===== config.mk =====
export PLATFORM = sky130hd
export DESIGN_NAME = perceptron_weight_sequencer
export DESIGN_NICKNAME = d
export VERILOG_FILES = /design/src/rtl/mips_core_pkg.sv /design/src/rtl/perceptron_pkg.sv /design/src/rtl/perceptron_train_fifo.sv /design/src/rtl/perceptron_weight_sequencer.sv
export SDC_FILE = /design/constraint.sdc
export NUM_CORES = 2
export LEC_CHECK = 0
export CORE_AREA = 5 5 631 633
export CTS_CLUSTER_SIZE = 40
export DETAILED_ROUTE_END_ITERATION = 8
export DIE_AREA = 0 0 636 638
export DONT_BUFFER_PORTS = 1
export PLACE_DENSITY = 0.3
export SYNTH_ARGS = -nofsm -noshare
export SYNTH_HDL_FRONTEND = slang
export SYNTH_SLANG_ARGS = --single-unit

===== constraint.sdc =====
create_clock -name clk -period 3.8 [get_ports clk]
set_input_delay 0.76 -clock clk [delete_from_list [all_inputs] [get_ports clk]]
set_output_delay 0.76 -clock clk [all_outputs]
set_load 0.02 [all_outputs]

===== src/rtl/mips_core_pkg.sv =====
// Minimal slice of the core-wide package: only the branch outcome type that
// the perceptron weight sequencer consumes.
package mips_core_pkg;

  typedef enum logic {
    NOT_TAKEN = 1'b0,
    TAKEN     = 1'b1
  } BranchOutcome;

endpackage


===== src/rtl/perceptron_pkg.sv =====
// Shared types and constants for the perceptron branch predictor weight store.
// Holds the array geometry, the weight/row/job types, the sequencer state
// encoding and the saturating weight update used by training.
package perceptron_pkg;

  import mips_core_pkg::*;

  localparam int PERCEPTRON_NUMBER = 1024;
  localparam int HISTORY_SIZE      = 62;
  // One bias weight plus one weight per history bit.
  localparam int WEIGHT_NUMBER     = HISTORY_SIZE + 1;
  localparam int WEIGHT_BITS       = 8;
  localparam int FIFO_DEPTH        = 4;
  localparam int STARVE_LIMIT      = 8;

  localparam int IDX_W      = $clog2(PERCEPTRON_NUMBER);
  localparam int ROW_W      = WEIGHT_NUMBER * WEIGHT_BITS;
  localparam int FIFO_PTR_W = $clog2(FIFO_DEPTH);
  localparam int FIFO_CNT_W = $clog2(FIFO_DEPTH + 1);
  localparam int STARVE_W   = $clog2(STARVE_LIMIT + 1);

  typedef logic signed [WEIGHT_BITS-1:0] weight_t;
  // Weight k lives at bits [k*WEIGHT_BITS +: WEIGHT_BITS] of the flat row.
  typedef weight_t [WEIGHT_NUMBER-1:0]   weight_row_t;
  typedef logic [IDX_W-1:0]              row_idx_t;
  typedef logic [HISTORY_SIZE-1:0]       hist_t;

  typedef struct packed {
    row_idx_t     index;
    hist_t        hist;
    BranchOutcome outcome;
  } train_job_t;

  typedef enum logic [2:0] {
    INIT,
    IDLE,
    RD,
    WAIT,
    UPD,
    WR
  } seq_state_t;

  localparam weight_t WMAX = weight_t'((2 ** (WEIGHT_BITS - 1)) - 1);
  localparam weight_t WMIN = weight_t'(-(2 ** (WEIGHT_BITS - 1)));

  // One saturating +1/-1 step; pinned at the rails instead of wrapping.
  function automatic weight_t sat_step(input weight_t w, input logic inc);
    if (inc) begin
      return (w == WMAX) ? w : w + weight_t'(1);
    end
    return (w == WMIN) ? w : w - weight_t'(1);
  endfunction

  // Perceptron training: the bias follows the outcome, every other weight
  // moves towards agreement between the outcome and its history bit.
  function automatic weight_row_t sat_update(input weight_row_t row,
                                             input hist_t       hist,
                                             input BranchOutcome outcome);
    weight_row_t res;
    logic        t;
    t      = (outcome == TAKEN);
    res[0] = sat_step(row[0], t);
    for (int k = 1; k < WEIGHT_NUMBER; k++) begin
      res[k] = sat_step(row[k], t == hist[k-1]);
    end
    return res;
  endfunction

endpackage


===== src/rtl/perceptron_train_fifo.sv =====
// Small synchronous FIFO of pending training jobs.
// Ports:
//   clk, rst_n  clock / asynchronous active-low reset
//   push        write push_job when not full (ignored when full)
//   push_job    job to enqueue
//   pop         drop the head entry when not empty
//   head_job    current head entry (valid only when !empty)
//   full/empty  derived from the registered occupancy count
module perceptron_train_fifo
  import perceptron_pkg::*;
(
  input  logic       clk,
  input  logic       rst_n,
  input  logic       push,
  input  train_job_t push_job,
  input  logic       pop,
  output train_job_t head_job,
  output logic       full,
  output logic       empty
);

  train_job_t            mem [FIFO_DEPTH];
  logic [FIFO_PTR_W-1:0] wr_ptr;
  logic [FIFO_PTR_W-1:0] rd_ptr;
  logic [FIFO_CNT_W-1:0] count;
  logic                  do_push;
  logic                  do_pop;

  assign full     = (count == FIFO_CNT_W'(FIFO_DEPTH));
  assign empty    = (count == '0);
  assign do_push  = push && !full;
  assign do_pop   = pop && !empty;
  assign head_job = mem[rd_ptr];

  // NOTE: state registers use non-blocking assignments so every flop samples
  // pre-edge values regardless of statement order.
  always_ff @(posedge clk or negedge rst_n) begin
    if (!rst_n) begin
      wr_ptr <= '0;
      rd_ptr <= '0;
      count  <= '0;
    end else begin
      if (do_push) wr_ptr <= wr_ptr + 1'b1;
      if (do_pop)  rd_ptr <= rd_ptr + 1'b1;
      case ({do_push, do_pop})
        2'b10:   count <= count + 1'b1;
        2'b01:   count <= count - 1'b1;
        default: count <= count;
      endcase
    end
  end

  // NOTE: the storage array is deliberately not reset; an entry is only ever
  // read after it has been written, and the count/pointers are reset.
  always_ff @(posedge clk) begin
    if (do_push) mem[wr_ptr] <= push_job;
  end

endmodule


===== src/rtl/perceptron_weight_sequencer.sv =====
// Owner of the single-port perceptron weight SRAM.
// After reset it zero-fills every row, then arbitrates fetch-stage row reads
// against queued training jobs, each of which is a read-modify-write of one
// row with saturating weight arithmetic.
// Ports:
//   clk, rst_n                     clock / asynchronous active-low reset
//   i_pred_valid, i_pred_index     prediction row-read request
//   o_pred_ready                   prediction owns the port this cycle
//   o_pred_rvalid, o_pred_rdata    row data, one cycle after an accepted read
//   i_train_valid, o_train_ready   training job handshake
//   i_train_index/hist/outcome     training job payload
//   o_mem_en/we/addr/wdata         SRAM command
//   i_mem_rdata                    SRAM read data, one cycle latency
//   o_init_done                    zero-fill sweep has finished
module perceptron_weight_sequencer
  import perceptron_pkg::*;
(
  input  logic                         clk,
  input  logic                         rst_n,
  input  logic                         i_pred_valid,
  input  logic [IDX_W-1:0]             i_pred_index,
  output logic                         o_pred_ready,
  output logic                         o_pred_rvalid,
  output logic [ROW_W-1:0]             o_pred_rdata,
  input  logic                         i_train_valid,
  output logic                         o_train_ready,
  input  logic [IDX_W-1:0]             i_train_index,
  input  logic [HISTORY_SIZE-1:0]      i_train_hist,
  input  mips_core_pkg::BranchOutcome  i_train_outcome,
  output logic                         o_mem_en,
  output logic                         o_mem_we,
  output logic [IDX_W-1:0]             o_mem_addr,
  output logic [ROW_W-1:0]             o_mem_wdata,
  input  logic [ROW_W-1:0]             i_mem_rdata,
  output logic                         o_init_done
);

  seq_state_t            state_q;
  seq_state_t            state_d;
  logic                  active_q;     // low only in the first cycle out of reset
  row_idx_t              init_cnt_q;
  logic [STARVE_W-1:0]   starve_q;
  logic                  init_done_q;
  logic                  rvalid_q;
  weight_row_t           row_q;

  logic                  fifo_push;
  logic                  fifo_pop;
  logic                  fifo_full;
  logic                  fifo_empty;
  train_job_t            push_job;
  train_job_t            head_job;

  logic                  train_wants;
  logic                  force_train;
  logic                  pred_ready;
  logic                  pred_accept;
  logic                  train_grant;

  // ---------------------------------------------------------------------------
  // Training job queue
  // ---------------------------------------------------------------------------
  assign o_train_ready = init_done_q && !fifo_full;
  assign fifo_push     = i_train_valid && o_train_ready;
  assign push_job      = '{index: i_train_index, hist: i_train_hist, outcome: i_train_outcome};

  perceptron_train_fifo u_fifo (
    .clk      (clk),
    .rst_n    (rst_n),
    .push     (fifo_push),
    .push_job (push_job),
    .pop      (fifo_pop),
    .head_job (head_job),
    .full     (fifo_full),
    .empty    (fifo_empty)
  );

  // ---------------------------------------------------------------------------
  // Port arbitration. Predictions get the port unless training has been
  // starved STARVE_LIMIT times in a row; the ready flag never looks at
  // i_pred_valid, so it only depends on registered state.
  // ---------------------------------------------------------------------------
  assign train_wants = (state_q == RD) || (state_q == WR);
  assign force_train = train_wants && (starve_q == STARVE_W'(STARVE_LIMIT));
  assign pred_ready  = (state_q != INIT) && !force_train;
  assign pred_accept = pred_ready && i_pred_valid;
  assign train_grant = train_wants && !pred_accept;

  // ---------------------------------------------------------------------------
  // Next state
  // ---------------------------------------------------------------------------
  // NOTE: every combinational output gets a default before the case so no
  // path leaves it unassigned, which would infer a latch.
  always_comb begin
    state_d  = state_q;
    fifo_pop = 1'b0;
    case (state_q)
      INIT: if (active_q && (init_cnt_q == row_idx_t'(PERCEPTRON_NUMBER - 1))) state_d = IDLE;
      IDLE: if (!fifo_empty) state_d = RD;
      RD:   if (train_grant) state_d = WAIT;
      WAIT: state_d = UPD;
      UPD:  state_d = WR;
      WR: begin
        if (train_grant) begin
          state_d  = IDLE;
          fifo_pop = 1'b1;
        end
      end
      default: state_d = INIT;
    endcase
  end

  // ---------------------------------------------------------------------------
  // SRAM command
  // ---------------------------------------------------------------------------
  always_comb begin
    o_mem_en    = 1'b0;
    o_mem_we    = 1'b0;
    o_mem_addr  = '0;
    o_mem_wdata = '0;
    if (state_q == INIT) begin
      // Held off while active_q is low so the port stays quiet in reset.
      o_mem_en   = active_q;
      o_mem_we   = active_q;
      o_mem_addr = init_cnt_q;
    end else if (pred_accept) begin
      o_mem_en   = 1'b1;
      o_mem_addr = i_pred_index;
    end else if (train_grant) begin
      o_mem_en   = 1'b1;
      o_mem_addr = head_job.index;
      if (state_q == WR) begin
        o_mem_we    = 1'b1;
        o_mem_wdata = row_q;
      end
    end
  end

  // ---------------------------------------------------------------------------
  // Control registers
  // ---------------------------------------------------------------------------
  always_ff @(posedge clk or negedge rst_n) begin
    if (!rst_n) begin
      state_q     <= INIT;
      active_q    <= 1'b0;
      init_cnt_q  <= '0;
      starve_q    <= '0;
      init_done_q <= 1'b0;
      rvalid_q    <= 1'b0;
    end else begin
      state_q  <= state_d;
      active_q <= 1'b1;
      rvalid_q <= pred_accept;
      if ((state_q == INIT) && active_q) init_cnt_q <= init_cnt_q + 1'b1;
      if ((state_q == INIT) && (state_d == IDLE)) init_done_q <= 1'b1;
      // Counts consecutive cycles training wanted the port and lost it.
      if (train_grant) begin
        starve_q <= '0;
      end else if (train_wants) begin
        starve_q <= starve_q + 1'b1;
      end
    end
  end

  // Row buffer for the read-modify-write; contents are meaningless outside a
  // job, so it carries no reset.
  always_ff @(posedge clk) begin
    case (state_q)
      WAIT:    row_q <= i_mem_rdata;
      UPD:     row_q <= sat_update(row_q, head_job.hist, head_job.outcome);
      default: row_q <= row_q;
    endcase
  end

  assign o_pred_ready  = pred_ready;
  assign o_pred_rvalid = rvalid_q;
  assign o_pred_rdata  = rvalid_q ? i_mem_rdata : '0;
  assign o_init_done   = init_done_q;

endmodule

==> run summary <==
status: complete, but fails checks
failing checks: negative setup slack
top_reg_cell synth: edfxtp_1
Top Ports: 1615
CP required: 3.04 ns
CP dominant cell by count: buf_16
initial antenna violation count: 210
initial DRC count: 2805
Post-synth EDFFs: 796
Post-synth top cells: 1009 x and2_1, 796 x edfxtp_1, 397 x nand2_1, 386 x ha_1, 324 x o21ai_1
worst hold path type: in -> reg
quantity of I/O buffers inserted on ports: 0
Min Clock Period, post-route: 3.91 ns
vias per cell: 4.22
post-synth top area cell: edfxtp_1
Cells after DPL: 10902
Nets: 6986
overall power: 23.9 mW
Cell variety after synth: 56
Syn. warnings: 0
CP Launch Type: flop
Gate Count Post-Synth: 5649
grt total ovfl: 0
worst setup margin: -0.111 ns
fin crit share: 103%
worst slew pin tran: 1.33 ns
largest net degree at the start of global routing: 180
final instance area: 0.0759 mm2
CTS clk-pin slew, worst paths: 0.06 ns
vias in the first global route: 47584
Async SR Flop Fraction: 3.28%
Final HPWL DP: 254000 um
die width: 636 um
pre-CTS worst setup slack: 0.120 ns
H-tree depth: 4
Crit-path slowest cell: dfrtp_1
top-count cell post-synth: and2_1
cts bufs inserted: 135
placed cell area: 0.0690 mm2
Max Slew Vio Count: 0
crit path buf inv count: 7
Mapped Area: 0.0605 mm2
Peak VDD IR: 0.239 mV
slowest stage delay, CP: 0.39 ns
Synth area leaders: edfxtp_1 40%, and2_1 10%, ha_1 8.0%, xnor2_1 3.9%, mux4_2 2.7%
residual DRC count: 0
Routed WL: 317000 um
CTS tree: built
critical path class: reg -> out
detailed-route via count: 47918
DR pass1 iterations: 5
Finished Layout Cells: 11348
endpoints failing hold: 0
RSZ-0062 raised after global routing: yes
#FFs+latches synth: 823
Synth Net Count: 6690
register area share after synthesis: 40.6%
CP Max Fanout: 8
CP Capture Type: output pin
wire per inst: 27.9 um
global-route wire length before repair: 424000 um
endpoints failing setup: 121
Peak Freq: 0.256 GHz
worst-case clock buffer depth: 4
antenna viol nets, final: 0
CP Cell Sequence: inv_1 > ha_1 > nand3b_1 > nand2b_4 > a211oi_4 > buf_6 > buf_12 > buf_16 > buf_16 > buf_16 > buf_12 > and2_4
Slew headroom: 11.6%
Worst Skew: 0.0486 ns
Arr. time, crit path: 3.15 ns
Yosys top cell area share: 39.5%
Core ar.: 0.391 mm2
CTS root buf: clkbuf_16
die area: 0.406 mm2
cell family with most CP delay: buffers and inverters
Leakage: 27.4 nW
clock latency on the worst-skew pair: 0.81 ns
# Max-Cap Violations: 0
synth-to-layout area growth: 25.5%
initial core utilization: 15.5%
final estimated routing congestion in global placement: 0.850
Die Height: 638 um
share of layout cells above drive strength 1: 18.0%
Post-Synthesis Mean Instance Area: 10.7 um2
clock sinks: 823
Tot GR Track Use: 14.8%
pwr dens: 314 mW/mm2
num rows: 230
[sequential cells by signal (all words and copies together) (netlist names)]
register / cells
u_fifo.rd_ptr: 2
init_cnt_q: 10
active_q: 1
o_init_done: 1
u_fifo.wr_ptr: 2
u_fifo.count: 3
o_pred_rvalid: 1
u_fifo.mem: 292
row_q: 504
starve_q: 4
state_q: 3
[worst paths after layout]
| kind | from | endpoint | slack, ns | depth (start not counted) |
|---|---|---|---|---|
| worst max-delay path | starve_q[0] | o_mem_wdata[181] | -0.11 | 12 |
| worst max register to register | u_fifo.rd_ptr[0] | row_q[279] | 0.16 | 10 |
| worst min-delay path | i_mem_rdata[408] | row_q[408] | 0.14 | 2 |
| worst min register to register | init_cnt_q[7] | init_cnt_q[7] | 0.52 | 1 |
| min in group asynchronous | rst_n | state_q[1] | 0.44 | 2 |
| max in group asynchronous | rst_n | u_fifo.rd_ptr[1] | 3.14 | 2 |
[where the power goes]
group          total, mW  switching, mW  internal [mW]  leakage (nW)
Sequential          9.96        0.00345           9.95          7.49
Combinational       1.24          0.894          0.348          17.8
Clock               12.7           5.00           7.67          2.11
[worst reg2reg max path: stages (launching register included)]
cell      delay [ns]
dfrtp_4         0.45
mux4_4          0.70
buf_12          0.20
buf_12          0.24
xor2_4          0.51
ha_1            0.32
a211oi_1        0.23
o21ai_0         0.19
o31ai_1         0.31
xnor2_1         0.16
o21ai_1         0.07
[through the flow]
step	TNS, ns	util, %	hold slack, ns
final	-3.63	19.4	0.142
after detailed placement	0	17.6	0.466
after global placement	0	17.6	0.466
after global routing	-81.65	19.4	0.0494
after CTS	-90.71	19.2	0.000105
after floorplan	0	-	0.457
[final cells by class]
class | instances | area, um2
Inverter | 76 | 285
Clock inverter | 64 | 777
Sequential cell | 823 | 24600
Tap cell | 5220 | 6530
Multi-Input combinational cell | 4478 | 35200
Antenna cell | 87 | 218
Fill cell | 42873 | 315000
Clock buffer | 169 | 3530
Timing Repair Buffer | 431 | 4780
[repair_timing]
item / CTS / global route
hold buffers: 84 / 0
pin swaps: 2 / 1
endpoints found under the hold margin: 328 / 0
endpoints found under the setup margin: 517 / 553
setup buffers: 19 / 9
resized for setup: 317 / 292
gates cloned: 11 / 7
[kinds of logic (layout without fill, tap and decap cells)]
family | Yosys count | after routing | synth area share [%]
AO/OA/AOI/OAI | 1299 | 1299 | 12.7
XOR/XNOR | 455 | 455 | 9.10
adder cells (fa/ha/maj) | 450 | 450 | 10.1
buffers and inverters | 348 | 740 | 2.51
flip-flops | 823 | 823 | 40.6
multiplexers | 137 | 137 | 3.91
other | 1 | 88 | 0.00620
AND/OR/NAND/NOR | 2136 | 2136 | 21.1
[cells in the final DEF, fill, tap and decap left out, drive strengths merged, types with 16 or more instances in the layout]
cell | synthesis | final
and2 | 1009 | 1009
edfxtp | 796 | 796
o21ai | 583 | 583
nand2 | 397 | 397
ha | 386 | 386
buf | 71 | 342
xnor2 | 324 | 324
a21oi | 257 | 257
a21o | 190 | 190
clkbuf | 201 | 175
xor2 | 131 | 131
nor3b | 127 | 127
o31ai | 123 | 123
diode | 0 | 87
inv | 76 | 85
dlygate4sd3 | 0 | 83
nand3 | 78 | 78
mux4 | 73 | 73
and3 | 71 | 71
nand2b | 65 | 65
nand4 | 64 | 64
nor4 | 64 | 64
fa | 64 | 64
a211oi | 64 | 64
mux2 | 64 | 64
or4 | 63 | 63
nor4b | 63 | 63
nand4b | 63 | 63
o211ai | 62 | 62
nor3 | 58 | 58
clkinv | 0 | 38
dfrtp | 27 | 27
bufinv | 0 | 16
[metal layers]
metal | vias up | track usage [%] | wire length, um
met3 | 545 | 4.23 | 22700
met4 | 52 | 4.26 | 10600
met2 | 1852 | 25.4 | 153000
met5 | - | 0.295 | 347
li1 | 21669 | - | -
met1 | 23800 | 18.0 | 131000
No activity file was read; power rests on OpenSTA's default activity.
